## src/rtl/n64adv_ctrl_poller_pkg.sv

```systemverilog
// rtl/n64adv_ctrl_poller_pkg.sv - Joybus poller state encodings and bit timing constants
package n64adv_ctrl_poller_pkg;

  typedef enum logic [3:0] {
    ST_IDLE,
    ST_LINE_CHK,
    ST_TX,
    ST_TX_STOP,
    ST_RX_WAIT,
    ST_RX,
    ST_DONE,
    ST_ERR,
    ST_GUARD
  } poll_state_t;

  localparam logic [7:0] CMD_STATUS_READ = 8'h01;
  localparam int BIT_PERIOD_US = 4;
  localparam int LOW0_US       = 3;
  localparam int LOW1_US       = 1;
  localparam int STOP_US       = 1;

  function automatic int low_cycles(input logic b, input int cyc_us);
    return (b ? LOW1_US : LOW0_US) * cyc_us;
  endfunction

endpackage

```

## src/rtl/n64adv_joybus_bit_tx.sv

```systemverilog
// rtl/n64adv_joybus_bit_tx.sv - serialises the command byte plus host stop bit onto CTRL_OE
module n64adv_joybus_bit_tx
  import n64adv_ctrl_poller_pkg::*;
#(
  parameter int CYC_US = 4
) (
  input  logic       CLK_4M,
  input  logic       nSRST_4M,
  input  logic       start,
  input  logic [7:0] cmd,
  output logic       oe,
  output logic       tx_last,
  output logic       stop_last
);

  localparam logic [7:0] PH_LAST   = 8'(BIT_PERIOD_US * CYC_US - 1);
  localparam logic [7:0] STOP_LEN  = 8'(STOP_US * CYC_US);
  localparam logic [7:0] STOP_LAST = 8'(STOP_US * CYC_US - 1);

  logic [7:0] phase;
  logic [7:0] phase_nxt;
  logic [7:0] low_len;
  logic [3:0] bit_idx;
  logic       active;

  assign tx_last   = active && (bit_idx == 4'd7) && (phase == PH_LAST);
  assign stop_last = active && (bit_idx == 4'd8) && (phase == STOP_LAST);

  // bit_idx 8 is the host stop bit; command bits go out MSB first
  always_comb begin
    phase_nxt = phase + 8'd1;
    if (bit_idx == 4'd8)
      low_len = STOP_LEN;
    else
      low_len = 8'(low_cycles(cmd[~bit_idx[2:0]], CYC_US));
  end

  always_ff @(posedge CLK_4M or negedge nSRST_4M) begin
    if (!nSRST_4M) begin
      phase   <= 8'd0;
      bit_idx <= 4'd0;
      active  <= 1'b0;
      oe      <= 1'b0;
    end else if (start) begin
      phase   <= 8'd0;
      bit_idx <= 4'd0;
      active  <= 1'b1;
      oe      <= 1'b1;
    end else if (active) begin
      if (stop_last) begin
        active <= 1'b0;
        oe     <= 1'b0;
      end else if (phase == PH_LAST) begin
        phase   <= 8'd0;
        bit_idx <= bit_idx + 4'd1;
        oe      <= 1'b1;
      end else begin
        phase <= phase_nxt;
        oe    <= (phase_nxt < low_len);
      end
    end
  end

endmodule

```

## src/rtl/register_sync.sv

```systemverilog
// rtl/register_sync.sv - two-stage synchronizer with preset value on reset
module register_sync #(
  parameter int                   reg_width  = 1,
  parameter logic [reg_width-1:0] reg_preset = '0
) (
  input  logic                 clk,
  input  logic                 clk_en,
  input  logic                 nrst,
  input  logic [reg_width-1:0] reg_i,
  output logic [reg_width-1:0] reg_o
);

  logic [reg_width-1:0] reg_meta;

  always_ff @(posedge clk or negedge nrst) begin
    if (!nrst) begin
      reg_meta <= reg_preset;
      reg_o    <= reg_preset;
    end else if (clk_en) begin
      reg_meta <= reg_i;
      reg_o    <= reg_meta;
    end
  end

endmodule

```

## src/rtl/n64adv_ctrl_poller.sv

```systemverilog
// rtl/n64adv_ctrl_poller.sv - standalone Joybus initiator polling an N64 controller for status
module n64adv_ctrl_poller
  import n64adv_ctrl_poller_pkg::*;
#(
  parameter logic [7:0] CMD          = CMD_STATUS_READ,
  parameter int         CYC_US       = 4,
  parameter int         RESP_TIMEOUT = 255,
  parameter int         GUARD_CYC    = 200
) (
  input  logic        CLK_4M,
  input  logic        nSRST_4M,
  input  logic        poll_req,
  input  logic        CTRL_I,
  output logic        CTRL_OE,
  output logic        busy,
  output logic [31:0] ctrl_data,
  output logic        data_valid,
  output logic        timeout_err
);

  localparam logic [15:0] LINE_LAST  = 16'(BIT_PERIOD_US * CYC_US - 1);
  localparam logic [15:0] RESP_LAST  = 16'(RESP_TIMEOUT);
  localparam logic [15:0] GUARD_LAST = 16'(GUARD_CYC - 1);

  poll_state_t state;
  logic        ctrl_sync;
  logic        ctrl_prev;
  logic        fall;
  logic        rise;
  logic        tx_start;
  logic        tx_last;
  logic        stop_last;
  logic [15:0] tmr;
  logic [7:0]  rx_cnt;
  logic [7:0]  low_cnt;
  logic [4:0]  nbits;
  logic [31:0] shift;

  register_sync #(
    .reg_width (1),
    .reg_preset(1'b1)
  ) u_ctrl_sync (
    .clk   (CLK_4M),
    .clk_en(1'b1),
    .nrst  (nSRST_4M),
    .reg_i (CTRL_I),
    .reg_o (ctrl_sync)
  );

  always_ff @(posedge CLK_4M or negedge nSRST_4M) begin
    if (!nSRST_4M) ctrl_prev <= 1'b1;
    else           ctrl_prev <= ctrl_sync;
  end

  assign fall     = ctrl_prev & ~ctrl_sync;
  assign rise     = ~ctrl_prev & ctrl_sync;
  assign tx_start = (state == ST_LINE_CHK) && ctrl_sync && (tmr == LINE_LAST);

  n64adv_joybus_bit_tx #(
    .CYC_US(CYC_US)
  ) u_bit_tx (
    .CLK_4M   (CLK_4M),
    .nSRST_4M (nSRST_4M),
    .start    (tx_start),
    .cmd      (CMD),
    .oe       (CTRL_OE),
    .tx_last  (tx_last),
    .stop_last(stop_last)
  );

  always_ff @(posedge CLK_4M or negedge nSRST_4M) begin
    if (!nSRST_4M) begin
      state       <= ST_IDLE;
      tmr         <= 16'd0;
      rx_cnt      <= 8'd0;
      low_cnt     <= 8'd0;
      nbits       <= 5'd0;
      shift       <= 32'd0;
      busy        <= 1'b0;
      ctrl_data   <= 32'd0;
      data_valid  <= 1'b0;
      timeout_err <= 1'b0;
    end else begin
      data_valid  <= 1'b0;
      timeout_err <= 1'b0;
      case (state)
        ST_IDLE: begin
          if (poll_req) begin
            state <= ST_LINE_CHK;
            busy  <= 1'b1;
            tmr   <= 16'd0;
          end
        end
        // a controller still holding the line keeps us here indefinitely
        ST_LINE_CHK: begin
          if (!ctrl_sync)
            tmr <= 16'd0;
          else if (tmr == LINE_LAST)
            state <= ST_TX;
          else
            tmr <= tmr + 16'd1;
        end
        ST_TX: begin
          if (tx_last) state <= ST_TX_STOP;
        end
        ST_TX_STOP: begin
          if (stop_last) begin
            state <= ST_RX_WAIT;
            tmr   <= 16'd0;
          end
        end
        // only falling edges start a reply; the release after our stop bit is a rising edge
        ST_RX_WAIT: begin
          if (fall) begin
            state  <= ST_RX;
            rx_cnt <= 8'd0;
            nbits  <= 5'd0;
          end else if (tmr == RESP_LAST) begin
            state       <= ST_ERR;
            timeout_err <= 1'b1;
          end else begin
            tmr <= tmr + 16'd1;
          end
        end
        ST_RX: begin
          if (rise) begin
            low_cnt <= rx_cnt;
            rx_cnt  <= 8'd0;
          end else if (fall) begin
            shift  <= {(low_cnt < rx_cnt), shift[31:1]};
            rx_cnt <= 8'd0;
            nbits  <= nbits + 5'd1;
            if (nbits == 5'd31) state <= ST_DONE;
          end else if (rx_cnt == 8'hFF) begin
            state       <= ST_ERR;
            timeout_err <= 1'b1;
          end else begin
            rx_cnt <= rx_cnt + 8'd1;
          end
        end
        ST_DONE: begin
          ctrl_data  <= shift;
          data_valid <= 1'b1;
          state      <= ST_GUARD;
          tmr        <= 16'd0;
        end
        ST_ERR: begin
          state <= ST_GUARD;
          tmr   <= 16'd0;
        end
        ST_GUARD: begin
          if (tmr == GUARD_LAST) begin
            state <= ST_IDLE;
            busy  <= 1'b0;
          end else begin
            tmr <= tmr + 16'd1;
          end
        end
        default: state <= ST_IDLE;
      endcase
    end
  end

endmodule

```

## config.mk

```make
export PLATFORM = sky130hd
export DESIGN_NAME = n64adv_ctrl_poller
export DESIGN_NICKNAME = d
export VERILOG_FILES = /design/src/rtl/n64adv_ctrl_poller_pkg.sv /design/src/rtl/n64adv_joybus_bit_tx.sv /design/src/rtl/register_sync.sv /design/src/rtl/n64adv_ctrl_poller.sv
export SDC_FILE = /design/constraint.sdc
export NUM_CORES = 1
export LEC_CHECK = 0
export CAP_MARGIN = 10
export CORE_ASPECT_RATIO = 1.25
export CORE_MARGIN = 4
export CORE_UTILIZATION = 63
export CTS_CLUSTER_SIZE = 8
export DETAILED_ROUTE_END_ITERATION = 10
export PLACE_DENSITY = 0.84
export SLEW_MARGIN = 30
export SYNTH_ARGS = -nofsm -noshare
export SYNTH_HDL_FRONTEND = slang
export SYNTH_SLANG_ARGS = --single-unit
```

## constraint.sdc

```tcl
create_clock -name CLK_4M -period 6.8 [get_ports CLK_4M]
set_input_delay 2.04 -clock CLK_4M [delete_from_list [all_inputs] [get_ports CLK_4M]]
set_output_delay 2.04 -clock CLK_4M [all_outputs]
set_load 0.005 [all_outputs]
```

==> reports/qor.csv, run 1 <==
metric;value;unit
gpl congestion;0.862;
antenna-violating nets left;0;
Clock transition at path regs;0.06;ns
pwr/cell area;244;mW/mm^2
max-capacitance violation count;0;
fin. max-slew vios;0;
post-layout min period;4.34;ns
number of synthesized flops with an enable pin;0;
Mean Syn Cell Area;11.2;um^2
Fillers;600;
share of cells above drive strength 1;0.203;
die width;94.8;um
root buffer cell;clkbuf_16;
Min-Delay Path Class;flop to flop;
fin crit share;0.639;
Tot GR Track Use;0.251;
CP Capture Point;tmr[5];
TritonCTS Sinks;125;
CTS tree;done;
Setup TNS;0;ns
r2r setup slk;3.59;ns
unrepaired setup endpoints after global routing;no;
IO Pins;40;
Leakage Power;3.28;nW
aggregate global routing overflow;0;
sequential fraction of the synthesis area;0.527;
worst IR drop on VDD;0.000187;V
Site Rows;39;
crit path cell chain;clkdlybuf4s50_1 > nor2_1 > o32ai_1 > a2bb2oi_1 > or4_1 > or2_1 > o31ai_1;
post_cts resized;0;
CP max stage delay;0.79;ns
residual DRC count;0;
Setup violations, final;0;
Fin. Hold Viols;0;
die height;117;um
Crit-path slowest cell;or4_1;
port buffer count;39;
slew margin rel.;0.441;
capture point of the worst reg-to-reg path;tmr[5];
largest net degree at the start of global routing;65;
synth top area cells;dfrtp_1 51%, mux2_2 13%, ha_1 4.2%;
Inserted Clock Buffers;17;
#FFs+latches synth;125;
post-synth top area share;0.514;
Worst Path Arrival;4.65;ns
CP Launch Type;primary input;
register area;0.00313;mm^2
Final Net Count;592;
initial core utilization;0.647;
synthesized area;0.00594;mm^2
most frequent cell after synthesis;dfrtp_1;
Cells after Synth;530;
Fin Clk Skew;0.00948;ns
worst reg2reg path startpoint;u_bit_tx.phase[0];
Die ar.;0.0111;mm^2
depth of the most critical reg-to-reg path;7;
CP Class;primary input to flop;
multi-input logic area;0.00263;mm^2
Post-synth top flop;dfrtp_1;
1st-iter DRT viols;258;
Final HPWL DP;7.65;mm
Worst setup EP type;flop;
core region area;0.00917;mm^2
Worst setup startpoint;poll_req;
cell count along the critical path;7;
count of cell types in the netlist;51;
final wirelength;12.5;mm
vias in the first global route;4290;
Post-CTS Hold Buffers;0;
first-pass GRT wire length;21.4;mm
n_diodes;0;
Worst EP required;7.11;ns
maximum clock frequency;230;MHz
post-DR wirelength/cell;17.8;um
number of buffers and inverters on the critical path;1;
Synth top cells by count;122 x dfrtp_1, 66 x mux2_2, 39 x nand2_1, 30 x o21ai_0, 21 x nor2_1;
drt first pass iters;5;
via count;4317;
Syn-to-layout area delta;18.4;%
CTS Buffer Depth;2;
Worst-Skew Late Latency;0.42;ns
CP delay by family, top;simple AND/OR/NAND/NOR gates;
Post-CTS Setup Bufs;0;
worst-path fanout max;19;
Slew @ Worst Pin;0.830;ns
Post-Syn Nets;554;
post-layout util;0.766;
synth warn;0;
WHS;0.362;ns
vias per std cell;6.13;
status;completed;
Synth area leader;dfrtp_1;
Post-synth ARST share;1.00;
H-tree Lvls;4;
initial antenna violation count;0;
[per-stage QoR]
stage / worst slack, ns / total power, mW / instances / instance area (um^2)
final: 2.46 / 1.72 / 704 / 7030
after global routing: 2.26 / 1.76 / 704 / 7030
after CTS: 2.48 / 1.72 / 704 / 7030
after detailed placement: 2.09 / 0.780 / 672 / 6400
after global placement: 2.19 / 0.779 / 672 / 6400
after floorplan: 3.09 / 0.762 / 530 / 5940
[layer usage]
metal  GRT usage  routed length (um)  vias up
li1            -                   -     1999
met1       0.320                5230     2178
met2       0.425                6510      119
met3      0.0535                 542       21
met4      0.0895                 226        0
met5           0                   0        -
[flip-flops by register name, indices dropped and copies added (netlist names), 4 cells and up]
signal            cells
ctrl_data            32
shift                32
tmr                  16
low_cnt               8
rx_cnt                8
u_bit_tx.phase        8
nbits                 5
state                 4
u_bit_tx.bit_idx      4
[cells by family (layout without fill, tap and decap cells)]
logic type,after synthesis,count (layout),synth area share
and+or+nand+nor,161,161,0.144
DFF,125,125,0.527
AOI/OAI and AO/OA,106,106,0.114
muxes,71,71,0.134
buffers and inverters,41,92,0.0299
adders and majority gates,20,20,0.0421
xor gates and xnor gates,6,6,0.00885
[report_power, final]
part           leakage, nW  switching (mW)  internal, mW
logic                 1.34          0.0163       0.00290
clock network        0.303           0.341         0.608
registers             1.64        0.000889         0.746
[cells in the final DEF, fill, tap and decap left out, types with 4 or more instances in the layout]
master           instances
dfrtp_1                122
mux2_2                  66
nand2_1                 39
clkdlybuf4s50_1         38
o21ai_0                 30
nor2_1                  21
o21ai_1                 20
ha_1                    20
nand3_1                 19
clkbuf_16               17
inv_1                   16
a21oi_1                 16
nand4_1                 12
nor3_1                  12
and3_1                  10
nand2b_1                 9
nor2b_1                  8
o31ai_1                  8
and2_1                   7
a31oi_1                  7
buf_4                    6
mux2i_1                  5
o31ai_2                  5
or3_1                    4
a22o_1                   4
a21o_1                   4
[final cells by class]
cell class,instances,area share
tap,123,0.0219
multi-input combinational,364,0.375
timing repair buffer,44,0.0605
clock inverter,12,0.0226
clock buffer,20,0.0664
sequential,125,0.445
inverter,16,0.00854
[worst min-delay path by stage]
stage,slack [ns],from,to,depth (start not counted)
6_report,0.36,u_ctrl_sync.reg_meta,u_ctrl_sync.reg_o,0
5_1_grt,0.37,u_ctrl_sync.reg_meta,u_ctrl_sync.reg_o,0
3_3_place_gp,0.35,u_ctrl_sync.reg_meta,u_ctrl_sync.reg_o,0
4_1_cts,0.37,u_ctrl_sync.reg_meta,u_ctrl_sync.reg_o,0
2_1_floorplan,0.35,u_ctrl_sync.reg_meta,u_ctrl_sync.reg_o,0
3_5_place_dp,0.35,u_ctrl_sync.reg_meta,u_ctrl_sync.reg_o,0
Power figures use the tool's default switching activity.
==> inputs of run 2 (changes only) <==
--- a/config.mk
+++ b/config.mk
@@ -8,10 +8,10 @@
 export CAP_MARGIN = 10
 export CORE_ASPECT_RATIO = 1.25
 export CORE_MARGIN = 4
-export CORE_UTILIZATION = 63
+export CORE_UTILIZATION = 59
 export CTS_CLUSTER_SIZE = 8
 export DETAILED_ROUTE_END_ITERATION = 10
-export PLACE_DENSITY = 0.84
+export PLACE_DENSITY = 0.8
 export SLEW_MARGIN = 30
 export SYNTH_ARGS = -nofsm -noshare
 export SYNTH_HDL_FRONTEND = slang
==> constraint.sdc (replaced) <==
create_clock -name CLK_4M -period 4.2 [get_ports CLK_4M]
set_input_delay 1.26 -clock CLK_4M [delete_from_list [all_inputs] [get_ports CLK_4M]]
set_output_delay 1.26 -clock CLK_4M [all_outputs]
set_load 0.005 [all_outputs]
==> run 2 against run 1 <==
  * Count of clock-buffer cells in the layout fell by 2
  * Combinational power rose by 63%
  * Final cell count up 0.71%
  * Global-route usage decreased by 3.7 points
  * Non-clock buffer count rose by 2
  * Core utilization fell by 3.7 points
  * Clock skew fell by 0.0017 ns
==> reports/qor.csv, run 2 (synthesized netlist as in run 1, its figures left out) <==
metric;value;unit;change
Final Net Count;594;;was 592
Worst setup EP type;flop;;unchanged
Post-CTS Setup Bufs;0;;unchanged
post-DR wirelength/cell;16.5;um;was 17.8 um
fin. max-slew vios;0;;unchanged
post-layout util;0.729;;was 0.766
initial antenna violation count;0;;unchanged
1st-iter DRT viols;240;;was 258
Min-Delay Path Class;flop to flop;;unchanged
max-capacitance violation count;0;;unchanged
largest net degree at the start of global routing;59;;was 65
placed inst area;0.00642;mm^2;was 0.00640 mm^2
highest-count cells in the layout ignoring fill and taps;122 x dfrtp_1, 66 x mux2_2, 39 x nand2_1, 38 x clkdlybuf4s50_1, 30 x o21ai_0;;unchanged
leading registers by flop count;ctrl_data (32), shift (32), tmr (16);;unchanged
final wirelength;11.7;mm;was 12.5 mm
r2r setup slk;1.45;ns;was 3.59 ns
share of cells above drive strength 1;0.206;;was 0.203
vias per std cell;5.94;;was 6.13
die width;97.7;um;was 94.8 um
Worst EP required;4.50;ns;was 7.11 ns
Die ar.;0.0117;mm^2;was 0.0111 mm^2
Clk pwr share;0.564;;was 0.553
fin crit share;0.760;;
status;completed;;unchanged
aggregate global routing overflow;0;;unchanged
Fin. Hold Viols;0;;unchanged
WHS;0.356;ns;was 0.362 ns
Fin Clk Skew;0.00781;ns;was 0.00948 ns
IO Pins;40;;unchanged
Setup TNS;0;ns;unchanged
gpl congestion;0.843;;was 0.862
dpl cells;677;;was 672
Comb pwr share;0.011;;about the same
Overall Power;2.85;mW;was 1.72 mW
via count;4209;;was 4317
unrepaired setup endpoints after global routing;no;;unchanged
n_diodes;0;;unchanged
Setup violations, final;0;;unchanged
H-tree Lvls;4;;unchanged
port buffer count;39;;unchanged
Final HPWL DP;7.56;mm;was 7.65 mm
slew margin rel.;0.450;;was 0.441
drt first pass iters;4;;was 5
Tot GR Track Use;0.214;;was 0.251
pwr/cell area;402;mW/mm^2;was 244 mW/mm^2
Post-CTS Hold Buffers;0;;unchanged
sw frac;0.198;;was 0.209
Cell Count, Final, Fillers Out;709;;was 704
most common cell after layout, fill and taps aside;dfrtp_1;;unchanged
initial core utilization;0.612;;was 0.647
vias in the first global route;4172;;was 4290
TritonCTS Sinks;125;;unchanged
Clock transition at path regs;0.06;ns;about the same
worst-path fanout max;14;;was 19
sw power;565;uW;was 358 uW
CP Launch Type;primary input;;unchanged
Site Rows;40;;was 39
Int Power;2.28;mW;was 1.36 mW
maximum clock frequency;313;MHz;
pre-CTS setup slack;0.588;ns;was 2.09 ns
Worst-Skew Late Latency;0.42;ns;about the same
CP Class;primary input to flop;;unchanged
Inserted Clock Buffers;17;;unchanged
cell area after layout;0.00708;mm^2;was 0.00703 mm^2
die height;120;um;was 117 um
Slew @ Worst Pin;0.803;ns;was 0.830 ns
core region area;0.00971;mm^2;was 0.00917 mm^2
slack of the critical path;1.01;ns;was 2.46 ns
antenna-violating nets left;0;;unchanged
worst IR drop on VDD;0.000306;V;was 0.000187 V
post_cts resized;0;;unchanged
residual DRC count;0;;unchanged
Leakage Power;3.30;nW;was 3.28 nW
CTS Buffer Depth;2;;unchanged
Syn-to-layout area delta;19.2;%;was 18.4%
CTS tree;done;;unchanged
Reg power frac;0.425;;was 0.435
first-pass GRT wire length;20.3;mm;was 21.4 mm
root buffer cell;clkbuf_16;;unchanged
post-layout min period;3.19;ns;
Worst Path Arrival;3.49;ns;was 4.65 ns
## run 2: changes by cell type in the layout (fill, tap and decap cells not counted)
| cell | previous run | this run |
|---|---|---|
| buf_4 | 6 | 8 |
| clkinv_4 | 3 | 2 |
| clkbuf_8 | 3 | 1 |
| bufinv_16 | 3 | 5 |
| clkinv_2 | 2 | 3 |
## run 2: power groups by stage
stage | Combinational, mW | Sequential (mW) | Clock, mW
floorplan | 0.00382 | 1.23 | 0
global placement | 0.0328 | 1.23 | 0
detailed placement | 0.0331 | 1.23 | 0
CTS | 0.0333 | 1.21 | 1.63
global route | 0.0381 | 1.21 | 1.69
finish | 0.0313 | 1.21 | 1.61
## run 2: path summary, 6_finish.rpt
kind	startpoint	endpoint	depth (start not counted)
setup / recovery	poll_req	tmr[9]	7
hold / removal	u_ctrl_sync.reg_meta	u_ctrl_sync.reg_o	0
setup reg to reg	tmr[0]	tmr[9]	8
hold reg to reg	u_ctrl_sync.reg_meta	u_ctrl_sync.reg_o	0
max in group asynchronous	nSRST_4M	ctrl_prev	2
min in group asynchronous	nSRST_4M	ctrl_data[28]	1
## run 2: worst max-delay path, stage by stage
cell and delay (ns):
clkdlybuf4s50_1 0.51, nor2_1 0.06, o32ai_1 0.26, a2bb2oi_1 0.10, or4_1 0.48, or2_1 0.46
o31ai_1 0.36
## run 2: cell type report
type | instances | area [um^2]
Timing Repair Buffer | 46 | 440
Clock buffer | 18 | 439
Clock inverter | 14 | 215
Fill cell | 683 | 2630
Sequential cell | 125 | 3130
Inverter | 16 | 60.1
Multi-Input combinational cell | 364 | 2630
Tap cell | 126 | 158
## run 2: per-layer routing
layer | share of wire | GRT usage
met4 | 0.013 | 0.0684
met3 | 0.045 | 0.0593
met2 | 0.51 | 0.360
met1 | 0.43 | 0.269
met5 | 0 | 0
==> inputs of run 3 (changes only) <==
==> constraint.sdc (replaced) <==
create_clock -name CLK_4M -period 3.3 [get_ports CLK_4M]
set_input_delay 0.99 -clock CLK_4M [delete_from_list [all_inputs] [get_ports CLK_4M]]
set_output_delay 0.99 -clock CLK_4M [all_outputs]
set_load 0.005 [all_outputs]
==> run 3 against run 2 <==
  * Sequential share of layout area down 0.30 points
  * Worst hold slack worse by 0.00092 ns
  * Routed wire length is 2.8% higher
  * Global-route usage increased by 0.82 points
  * Die area did not move
  * Setup slack worse by 0.52 ns
  * Core utilization rose by 0.50 points
  * Via count rose by 0.88%
  * Combinational power is 44% higher
  * Critical endpoint is now tmr[7]
  * Largest cell class unchanged
==> reports/qor.csv, run 3 (synthesized netlist as in run 1, its figures left out) <==
metric;value;unit;change
status;completed;;unchanged
Inserted Clock Buffers;17;;unchanged
initial antenna violation count;0;;unchanged
unrepaired setup endpoints after global routing;no;;unchanged
CTS Buffer Depth;2;;unchanged
Comb pwr share;0.013;;was 0.011
Die ar.;0.0117;mm^2;unchanged
Fin Clk Skew;0.00815;ns;was 0.00781 ns
port buffer count;39;;unchanged
sw power;730;uW;was 565 uW
TritonCTS Sinks;125;;unchanged
H-tree Lvls;4;;unchanged
Leakage Power;3.32;nW;was 3.30 nW
vias per std cell;5.94;;about the same
fin crit share;0.850;;
Hold Crit Endpoint;u_ctrl_sync.reg_o;;unchanged
root buffer cell;clkbuf_16;;unchanged
CP Class;primary input to flop;;unchanged
die height;120;um;unchanged
Post-CTS Hold Buffers;0;;unchanged
Worst Path Arrival;3.13;ns;was 3.49 ns
drt first pass iters;5;;was 4
Setup violations, final;0;;unchanged
maximum clock frequency;356;MHz;
depth of the most critical reg-to-reg path;7;;was 8
post-layout min period;2.81;ns;
die width;97.7;um;unchanged
fin. max-slew vios;0;;unchanged
capture point of the worst reg-to-reg path;tmr[7];;was tmr[9]
antenna-violating nets left;0;;unchanged
r2r setup slk;0.60;ns;was 1.45 ns
most common cell after layout, fill and taps aside;dfrtp_1;;unchanged
Reg power frac;0.429;;was 0.425
pwr/cell area;503;mW/mm^2;was 402 mW/mm^2
share of cells above drive strength 1;0.214;;was 0.206
Worst-Skew Late Latency;0.41;ns;was 0.42 ns
Site Rows;40;;unchanged
Syn-to-layout area delta;20.0;%;was 19.2%
Tot GR Track Use;0.222;;was 0.214
highest-count cells in the layout ignoring fill and taps;122 x dfrtp_1, 66 x mux2_2, 39 x nand2_1, 38 x clkdlybuf4s50_1, 30 x o21ai_0;;unchanged
sw frac;0.204;;was 0.198
Min-Delay Path Class;flop to flop;;unchanged
largest net degree at the start of global routing;74;;was 59
final wirelength;12.0;mm;was 11.7 mm
Int Power;2.85;mW;was 2.28 mW
residual DRC count;0;;unchanged
CP Launch Type;primary input;;unchanged
max-capacitance violation count;0;;unchanged
worst reg2reg path startpoint;u_bit_tx.phase[0];;was tmr[0]
Slew @ Worst Pin;0.724;ns;was 0.803 ns
Post-CTS Setup Bufs;0;;unchanged
Clk pwr share;0.558;;was 0.564
1st-iter DRT viols;232;;was 240
Fin. Hold Viols;0;;unchanged
via count;4246;;was 4209
pre-CTS setup slack;0.0721;ns;was 0.588 ns
cell depth of the worst hold path;0;;unchanged
Final Net Count;600;;was 594
first-pass GRT wire length;21.1;mm;was 20.3 mm
post-DR wirelength/cell;16.8;um;was 16.5 um
core region area;0.00971;mm^2;unchanged
leading registers by flop count;ctrl_data (32), shift (32), tmr (16);;unchanged
worst IR drop on VDD;0.000302;V;was 0.000306 V
n_diodes;0;;unchanged
aggregate global routing overflow;0;;unchanged
slack of the critical path;0.494;ns;was 1.01 ns
Worst setup EP type;flop;;unchanged
initial core utilization;0.612;;unchanged
worst-path fanout max;14;;unchanged
Setup TNS;0;ns;unchanged
post_cts resized;0;;unchanged
Clock transition at path regs;0.06;ns;about the same
gpl congestion;0.890;;was 0.843
vias in the first global route;4370;;was 4172
Worst EP required;3.62;ns;was 4.50 ns
hold_sp;u_ctrl_sync.reg_meta;;unchanged
Final HPWL DP;7.61;mm;was 7.56 mm
IO Pins;40;;unchanged
CTS tree;done;;unchanged
slew margin rel.;0.514;;was 0.450
run 3: how the worst max path moves through the flow:
stage	to	startpoint
final	tmr[7]	poll_req
after global routing	tmr[7]	poll_req
after CTS	tmr[7]	poll_req
after detailed placement	tmr[7]	poll_req
after global placement	tmr[9]	poll_req
after floorplan	tmr[11]	poll_req
run 3: layout make-up:
cell class,instances,area [um^2]
timing repair buffer,52,502
tap,126,158
fill,664,2580
inverter,16,60.1
multi-input combinational,364,2630
clock inverter,13,189
clock buffer,19,453
sequential,125,3130
run 3: power by group through the flow:
stage	logic, mW	clock network [mW]	registers [mW]
3_5_place_dp	0.0463	0	1.57
2_1_floorplan	0.00486	0	1.57
3_3_place_gp	0.0457	0	1.57
5_1_grt	0.0534	2.10	1.54
4_1_cts	0.0470	2.02	1.54
6_report	0.0451	2.00	1.54
run 3: layer usage:
layer	global-route usage	vias up	share of wire	wire length, um
li1	-	2012	-	-
met1	0.269	2112	0.42	5060
met2	0.391	107	0.53	6330
met3	0.0558	15	0.037	442
met4	0.0684	0	0.014	168
met5	0	-	0	0
run 3: critical path: stages:
cell	delay, ns
clkdlybuf4s50_1	0.50
nor2_1	0.05
o32ai_1	0.23
a2bb2oi_1	0.10
or4_1	0.48
or2_1	0.46
o31ai_1	0.31
run 3: stage by stage:
stage	area (um^2)	util	cells	hold WS (ns)	power [mW]
finish	7130	0.734	715	0.355	3.58
global route	7130	0.734	715	0.357	3.70
CTS	7120	0.734	715	0.356	3.61
detailed placement	6480	0.668	683	0.348	1.61
global placement	6480	0.668	683	0.346	1.61
floorplan	5940	-	530	0.345	1.57
==> patch (config.mk and constraints of run 2) <==
`reg_preset`: 1'b1 -> 1'b0.
--- a/src/rtl/n64adv_ctrl_poller.sv
+++ b/src/rtl/n64adv_ctrl_poller.sv
@@ -38,7 +38,7 @@
 
   register_sync #(
     .reg_width (1),
-    .reg_preset(1'b1)
+    .reg_preset(1'b0)
   ) u_ctrl_sync (
     .clk   (CLK_4M),
     .clk_en(1'b1),
Formal check against the unedited RTL: same outputs for any inputs over 10 cycles, from zero or initial values and one cycle with nSRST_4M low; that may be too few to reach the edited logic, so the function may still have changed.
==> patch against run 2 <==
Die area about the same. Critical path type unchanged. Synthesized area about the same. Critical endpoint unchanged. Routed wire length increased by 0.19%. Design area fell by 0.16%. Worst hold slack got worse by 6.9 ps. Global-route usage rose by 0.094 points. Core utilization fell by 0.12 points. Critical path depth unchanged. Sequential cell count is the same. Cell count stayed put. Highest routed layer unchanged. Total power shrank 2.2%. Largest cell class unchanged. Worst setup slack improved by 31 ps.
==> patch: results (changes against run 2) <==
| Metric | Value |
|---|---|
| Outcome | `complete, no violations` |
| Hold path start | `u_ctrl_sync.reg_meta$_DFF_PN0_` |
| Switching share of power | `19.3% (-0.54 points)` |
| GRT Util Overall | `21.5% (+0.094 points)` |
| R2R Path Start | `u_bit_tx.phase[0]$_DFFE_PN0P_` |
| Tcrit/Tclk final | `75.2% (-0.75 points)` |
| Syn_area_per_cell | `11.2 µm² (about the same)` |
| Relative slew slack | `45.6% (+0.64 points)` |
| Min Hold Slack | `349 ps (-6.93 ps)` |
| Largest net degree at the start of global routing | `53 (-10%)` |
| Pre-CTS setup slack | `624 ps (+36.6 ps)` |
| XOR/XNOR Fraction of Synth Area | `0.885% (about the same)` |
| Vias in the first global route | `4,180 (+0.19%)` |
| Arrival time of the worst setup path | `3470 ps (-20 ps)` |
| Post-synth top cells | `dfrtp_1, mux2_2, nand2_1, o21ai_0, nor2_1` |
| Vias/cell | `5.88 (-1.0%)` |
| Fillers | `677 (-0.88%)` |
| Sequential element share of the synthesized area | `52.7% (about the same)` |
| Routed vias | `4,166 (-1.0%)` |
| Post-Synth Adder-Cell Area | `4.22% (about the same)` |
| Initial drt markers | `255 (+6.3%)` |
| R2R depth | `7 (-1)` |
| Post-synthesis mux area share | `13.4% (about the same)` |
| Worst Hold End | `u_ctrl_sync.reg_o$_DFF_PN0_` |
| Synth Area in Compound Gates | `11.4% (about the same)` |
| Global-route wire length before repair | `20,200 µm (-0.37%)` |
| Leakage power | `0.00331 µW (+0.17%)` |
| Routed WL | `11,700 µm (+0.19%)` |
-- patch: critical path, stage by stage --
cell             delay, ps
clkdlybuf4s50_1        510
nor2_1                  60
o32ai_1                250
a2bb2oi_1              100
or4_1                  500
or2_1                  470
o31ai_1                320
-- patch: power by group through the flow --
| stage | sequential (µW) | combinational [µW] | clock, µW |
|---|---|---|---|
| detailed placement | 1230 | 34.8 | 0 |
| global placement | 1230 | 34.2 | 0 |
| finish | 1210 | 32.9 | 1540 |
| CTS | 1210 | 35.1 | 1560 |
| global route | 1210 | 38.8 | 1630 |
| floorplan | 1230 | 3.81 | 0 |
-- patch: area by class of cell --
type                       count  area share [%]
timing repair buffer          46            6.41
clock inverter                12            2.35
sequential                   125            44.3
clock buffer                  20            6.60
multi-input combinational    364            37.3
tap                          126            2.23
inverter                      16           0.850
-- patch: per-layer routing --
layer	share of wire, %	global-route usage (%)	vias up
met1	43	26.6	2062
met5	0	0	-
met4	1.3	8.48	0
li1	-	-	1997
met2	52	36.0	97
met3	3.5	5.70	10
